`config.mk`:
```
export PLATFORM = sky130hd
export DESIGN_NAME = seq_div_32by16
export DESIGN_NICKNAME = d
export VERILOG_FILES = /design/src/rtl/seq_div_32by16.sv
export SDC_FILE = /design/constraint.sdc
export NUM_CORES = 1
export LEC_CHECK = 0
export CORE_MARGIN = 3
export CORE_UTILIZATION = 40
export DETAILED_ROUTE_END_ITERATION = 12
export GPL_TIMING_DRIVEN = 0
export SYNTH_ARGS = -nofsm -noshare
export SYNTH_HDL_FRONTEND = slang
export SYNTH_SLANG_ARGS = --single-unit
```
`constraint.sdc`:
```
create_clock -name clk -period 4.35 [get_ports clk]
set_clock_uncertainty 0.15 [all_clocks]
set_input_delay 0.87 -clock clk [delete_from_list [all_inputs] [get_ports clk]]
set_output_delay 0.87 -clock clk [all_outputs]
set_load 0.05 [all_outputs]
```
`src/rtl/seq_div_32by16.sv`:
```
// seq_div_32by16 - sequential restoring divider, 2W-bit dividend by W-bit divisor, one quotient bit per clock
// The accept edge retires the first quotient bit so a full job reports done W cycles after start.
module seq_div_32by16 #(
  parameter int W = 16
) (
  input  logic           clk,
  input  logic           rst,
  input  logic           start,
  input  logic [2*W-1:0] dividend,
  input  logic [W-1:0]   divisor,
  output logic           busy,
  output logic           done,
  output logic [W-1:0]   quotient,
  output logic [W-1:0]   remainder,
  output logic           ovf,
  output logic           dz
);

  localparam int CW = $clog2(W);
  localparam logic [1:0] S_IDLE = 2'd0;
  localparam logic [1:0] S_RUN  = 2'd1;
  localparam logic [1:0] S_DONE = 2'd2;
  localparam logic [CW-1:0] LAST_CNT = CW'(W - 2);

  logic [1:0]    state;
  logic [W-1:0]  r;
  logic [W-1:0]  q;
  logic [W-1:0]  dvs;
  logic [CW-1:0] cnt;

  logic [W-1:0]  src_r;
  logic [W-1:0]  src_q;
  logic [W-1:0]  src_d;
  logic [W:0]    shifted;
  logic [W+1:0]  diff;
  logic [W-1:0]  step_r;
  logic [W-1:0]  step_q;
  logic          hi_ge;

  // In IDLE the step datapath looks at the raw inputs so the accept edge retires bit W-1.
  always_comb begin
    src_r   = (state == S_IDLE) ? dividend[2*W-1:W] : r;
    src_q   = (state == S_IDLE) ? dividend[W-1:0]   : q;
    src_d   = (state == S_IDLE) ? divisor           : dvs;
    shifted = {src_r, src_q[W-1]};
    diff    = {1'b0, shifted} - {2'b00, src_d};
    step_r  = shifted[W-1:0];
    step_q  = {src_q[W-2:0], 1'b0};
    if (!diff[W+1]) begin
      step_r = diff[W-1:0];
      step_q = {src_q[W-2:0], 1'b1};
    end
  end

  assign hi_ge = (dividend[2*W-1:W] >= divisor);
  assign busy  = (state == S_RUN);
  assign done  = (state == S_DONE);

  always_ff @(posedge clk) begin
    if (rst) begin
      state     <= S_IDLE;
      r         <= '0;
      q         <= '0;
      dvs       <= '0;
      cnt       <= '0;
      quotient  <= '0;
      remainder <= '0;
      ovf       <= 1'b0;
      dz        <= 1'b0;
    end else begin
      case (state)
        S_IDLE: begin
          if (start) begin
            if (divisor == '0) begin
              quotient  <= '1;
              remainder <= dividend[W-1:0];
              dz        <= 1'b1;
              ovf       <= 1'b0;
              state     <= S_DONE;
            end else if (hi_ge) begin
              quotient  <= '1;
              remainder <= dividend[W-1:0];
              dz        <= 1'b0;
              ovf       <= 1'b1;
              state     <= S_DONE;
            end else begin
              r     <= step_r;
              q     <= step_q;
              dvs   <= divisor;
              cnt   <= '0;
              ovf   <= 1'b0;
              dz    <= 1'b0;
              state <= S_RUN;
            end
          end
        end
        S_RUN: begin
          r   <= step_r;
          q   <= step_q;
          cnt <= cnt + 1'b1;
          if (cnt == LAST_CNT) begin
            quotient  <= step_q;
            remainder <= step_r;
            state     <= S_DONE;
          end
        end
        S_DONE:  state <= S_IDLE;
        default: state <= S_IDLE;
      endcase
    end
  end

endmodule

```
# Word-level counts from Yosys, hierarchy flattened
# Index checks and enable logic that the tools add are counted.
# word_totals
ff_bits,88
latch_bits,0
ram_bits,0
mem_bits_ro,0
inputBits,51
elab_cells,65
mem_count,0
# classes
n_addsub,2
n_mul,0
n_div,0
order_cmp,1
n_eq_ne,8
shift,0
mux,35
bitwise,2
n_reduce_logical,8
# ops
operator,count
$mux W16,18
$pmux W16 S2,4
$sub A17 B16 Y18,1
$ge A16 B16 Y1,1
$logic_not A16 Y1,1
$mux W4,3
$reduce_and A4 Y1,3
$mux W2,4
$pmux W4 S2,1
$ne A2 B2 Y1 const B,3
$add A4 B1 Y4 const B,1
$eq A4 B4 Y1 const B,1
$mux W1,4
$pmux W2 S2,1
$reduce_and A2 Y1,2
$ne A3 B2 Y1 const B,1
$eq A2 B1 Y1 const B,1
$eq A2 B2 Y1 const B,1
$logic_not A2 Y1,1
$ne A2 B1 Y1 const B,1
$not A1 Y1,2
$reduce_bool A2 Y1,1

# Depth between registers and ports, before layout
# depth
word_depth,8
mapped_depth,15

# Least setup slack after synthesis
# OpenSTA, ideal clock, no wires.
# synth_path
path_type,flip-flop to flip-flop
start,register state[1]
end,register remainder[14]
setup_time_ns,0.132
arrival_time_ns,3.647
required_ns,4.068
slack_ns,0.421
stages_incl_launch_ff,16
period_less_slack_ns,3.929
cell_sequence,dfxtp_1 -> buf_2 -> nor2_4 -> buf_1 -> clkbuf_1 -> mux2i_1 -> ha_1 -> and4_1 -> and2_1 -> a22oi_1 -> o21ai_1 -> o41a_1 -> buf_6 -> mux2_4 -> o211ai_2 -> a21oi_1
# synth_between
elab_chain_cells,6
# synth_lines
element,line_no,source
from (decl),25,logic [1:0] state;
from (signal assigned),61,state <= S_IDLE;
from (signal assigned),79,state <= S_DONE;
from (signal assigned),85,state <= S_DONE;
$logic_not A2 Y1,n/a,
$mux W16 (on tied branches),"43, 42, 44",
$sub A17 B16 Y18,46,"diff = {1'b0, shifted} - {2'b00, src_d};"
$mux W16,49,if (!diff[W+1]) begin
$mux W16,101,if (cnt == LAST_CNT) begin
$pmux W16 S2,71,case (state)
to (signal assigned),76,remainder <= dividend[W-1:0];
to (signal assigned),82,remainder <= dividend[W-1:0];
to (signal assigned),103,remainder <= step_r;
to (decl),14,"output logic [W-1:0] remainder,"
# Parallel ways exist; a longest one is shown, timed or not. The select of a mux whose other input is x is not followed.
# A chain may end at the register's enable or synchronous reset.

# Worst setup path after layout
# layout_path
start,register state[1]
end,register remainder[5]
# The elaborated chain is that of the path after synthesis.

==> impl_results.md <==
- Worst hold path startpoint: remainder[12]$_SDFFE_PP0P_
- RR Startpoint: state[1]$_SDFFE_PP0P_
- Crit Path Category: reg -> reg
- Die width: between 100 and 150 um
- Starting Density: 41.4%
- Final HPWL DP: 13000 um
- Avg Inst Size Synth: 8.28 um^2
- Clock Tree Buf Depth: 2
- Min cycle time layout: 4.02 ns
- Worst hold margin: 0.303 ns
- Congestion Overflow GR: 0
- Crit path max-delay family: compound AO/OA/AOI/OAI gates
- Final core utilization: 52.2%
- Peak supply drop: around 0.17 mV
- Yosys warns: 0
- Worst skew pair latency: 0.35 ns
- Drt via density: about 5.5
- Worst reg2reg endpoint: remainder[5]$_SDFFE_PP0P_
- Port buffer count: 85
- Post-Synthesis Cells: 636
- Vias: 4989
- Worst Reg-to-Reg Cells: 15
- Syn Nets: 722
- Asr flop ratio synth: 0%
- Hold Path Sink: remainder[12]$_SDFFE_PP0P_
- Slew at the pin closest to its max-slew limit: 0.670 ns
- Setup TNS Final: 0 ns
- Slack of the worst reg-to-reg path: 0.33 ns
- Max-slew headroom: 55.3%
- Synthesis-stage register bit count: 88
- Routability Congestion: 0.880
- Vias in the first global route: about 4900
- Final Hold Viols: 0
- Most used cell, CP: clkbuf_4
- Number of remaining DRC errors: 0
- Hold path depth: 2
- Synth Flop Type: dfxtp_1
- Initial antenna violation count: 0
- Initial DRC count: 379
- CTS Buf Count: 9
- WL final: about 16000 um
- Drt first pass iters: 4
- Seq. cell area: 1760 um^2
- Unrepaired setup endpoints after global routing: no
- Period utilization: 92.4%
- Netlist cell types: 54
- Sequential area share after synthesis: between 30% and 40%
- First-pass GRT wire length: 25700 um
- Fill count: 1294
- Placed cells: 893
- Antenna diode count: 0
- Core Area: 12700 um^2
- Max Fclk: around 250 MHz
- Finished Layout Cells: a little over 900
- Static leakage: ~2.7 nW
- Slowest cell on crit path: o41a_1
- Power, Total: slightly below 3 mW
- CTS tree: built
- Row count: 41
- NumNets Final: 818
- Share of post-route cells with drive strength above 1: just under 10%
- Pwr dens: 443 nW/um^2
- Die area: 14600 um^2
- IO Count: 87
- Root buf cell: clkbuf_16
- CTS Sinks: 88
- Final-report max-slew violation count: 0
- WP buf/inv: 4
- Total of max-cap violations: 0
- Crit path cell chain: buf_2, nor2_4, clkbuf_4, clkbuf_4, mux2i_1, ha_1, and4_1, and2_1, a22oi_1, o21ai_1, o41a_1, buf_6, mux2_4, o211ai_2, a21oi_1
- Worst stage delay on the critical path: 0.36 ns
- Final Setup Violations: 0
- Count of flip-flops with a built-in enable after synthesis: 0
- Critical path peak fanout: 10
- CTS clk-pin slew, worst paths: 0.07 ns
- Die Y: 121 um
- GRT Util Overall: 22.7%
- Htree depth: 3
- Largest net degree at the start of global routing: 16
- ANT nets after route: 0
- Crit. End Element: flop
- Type of origin of the critical path: flop
- Post-CTS setup buffers: 0
- Status: finished clean
- Arrival @ worst endpoint: 4.08 ns
- Mean routed wirelength per cell: 18.1 um
- CP required: 4.41 ns
- Multi-input combinational cell area: 3230 um^2
- Hold Path Class: reg -> reg
- Synthesis-to-finish area growth: 26.0%
- Post-Syn Area: 5270 um^2
## Yosys cell counts, drive strengths merged, types with 2 or more instances
| cell type | count | area (um^2) |
|---|---|---|
| o211ai | 12 | 130 |
| a21o | 9 | 67.6 |
| a21oi | 50 | 250 |
| a31oi | 4 | 25.0 |
| and2 | 2 | 12.5 |
| a211oi | 8 | 70.1 |
| nor2 | 77 | 297 |
| buf | 18 | 91.3 |
| o21a | 2 | 15.0 |
| ha | 34 | 425 |
| nand4 | 6 | 37.5 |
| o21ai | 29 | 145 |
| and4 | 2 | 17.5 |
| o211a | 2 | 20.0 |
| a311oi | 17 | 149 |
| nor2b | 5 | 31.3 |
| mux2 | 24 | 304 |
| clkbuf | 25 | 93.8 |
| nand2b | 12 | 75.1 |
| mux2i | 37 | 370 |
| and3 | 2 | 12.5 |
| nand3 | 23 | 115 |
| nand2 | 55 | 206 |
| o2111ai | 2 | 17.5 |
| xnor2 | 9 | 78.8 |
| inv | 27 | 101 |
| nor3 | 34 | 170 |
| nor4 | 4 | 25.0 |
| dfxtp | 88 | 1760 |
## area by class of cell
cell class / count / area share, %
inverter: 27 / 1.53
sequential: 88 / 26.5
clock buffer: 10 / 3.60
multi-input combinational: 478 / 48.6
tap: 172 / 3.24
timing repair buffer: 85 / 12.8
clock inverter: 6 / 0.679
buffer: 43 / 3.00
## layer usage
layer | global-route usage [%] | wire length, um | up-vias
met4 | 9.35 | 478 | 0
met5 | 0 | 0 | -
met2 | 38.8 | 7820 | 165
met1 | 28.3 | 7150 | 2330
met3 | 3.74 | 979 | 34
li1 | - | - | 2460
## through the flow
| step | area (um^2) | setup slack, ns |
|---|---|---|
| floorplan | 5270 | 0.421 |
| global placement | 6330 | -0.280 |
| detailed placement | 6330 | -0.340 |
| CTS | 6620 | 0.108 |
| global route | 6640 | 0.0221 |
| finish | 6640 | 0.330 |
## worst reg2reg max path, cell delays in order (launching register included)
cell,delay [ns]
dfxtp_1,0.30
buf_2,0.18
nor2_4,0.19
clkbuf_4,0.29
clkbuf_4,0.30
mux2i_1,0.26
ha_1,0.32
and4_1,0.26
and2_1,0.18
a22oi_1,0.22
o21ai_1,0.13
o41a_1,0.36
buf_6,0.18
mux2_4,0.32
o211ai_2,0.17
a21oi_1,0.09
## worst max-delay path by stage
stage	startpoint	end	slack, ns	cells past startpoint
after detailed placement	state[1]$_SDFFE_PP0P_	remainder[10]$_SDFFE_PP0P_	-0.34	15
after global routing	state[1]$_SDFFE_PP0P_	remainder[10]$_SDFFE_PP0P_	0.02	15
final	state[1]$_SDFFE_PP0P_	remainder[5]$_SDFFE_PP0P_	0.33	15
after global placement	state[1]$_SDFFE_PP0P_	remainder[6]$_SDFFE_PP0P_	-0.28	15
after CTS	state[1]$_SDFFE_PP0P_	remainder[10]$_SDFFE_PP0P_	0.11	15
after floorplan	state[1]$_SDFFE_PP0P_	remainder[14]$_SDFFE_PP0P_	0.42	15
## logic make-up after synthesis
kind of cell	share of synthesized area, %
buf+inv	5.44
compound gates	18.7
xor+xnor	1.66
mux	12.8
simple gates	19.5
flops	33.4
fa+ha+maj	8.46
## cell usage in the layout, fill, tap and decap left out, types with 24 or more instances in the layout
cell type / n
dfxtp_1: 88
clkdlybuf4s50_1: 85
nor2_1: 76
nand2_1: 55
a21oi_1: 50
mux2i_1: 37
nor3_1: 34
ha_1: 34
inv_1: 27
o21ai_0: 24
## repair_timing
action	4_1_cts	5_1_grt
endpoints found under the setup margin	34	27
hold buffers	0	0
gates resized for setup	3	9
pin swaps	0	0
## state kept, by name, indices dropped and copies added, names as in the netlist
| name | flops |
|---|---|
| dvs | 16 |
| q | 16 |
| quotient | 16 |
| r | 16 |
| remainder | 16 |
| cnt | 4 |
| state | 2 |
| dz | 1 |
| ovf | 1 |
## report_power, final
| group | total, mW | leakage (nW) | switching [mW] | internal (mW) |
|---|---|---|---|---|
| sequential | 0.964 | 0.722 | 0.0591 | 0.905 |
| clock | 0.750 | 0.142 | 0.345 | 0.405 |
| combinational | 1.22 | 1.88 | 0.710 | 0.513 |
Power figures use the tool's default switching activity.
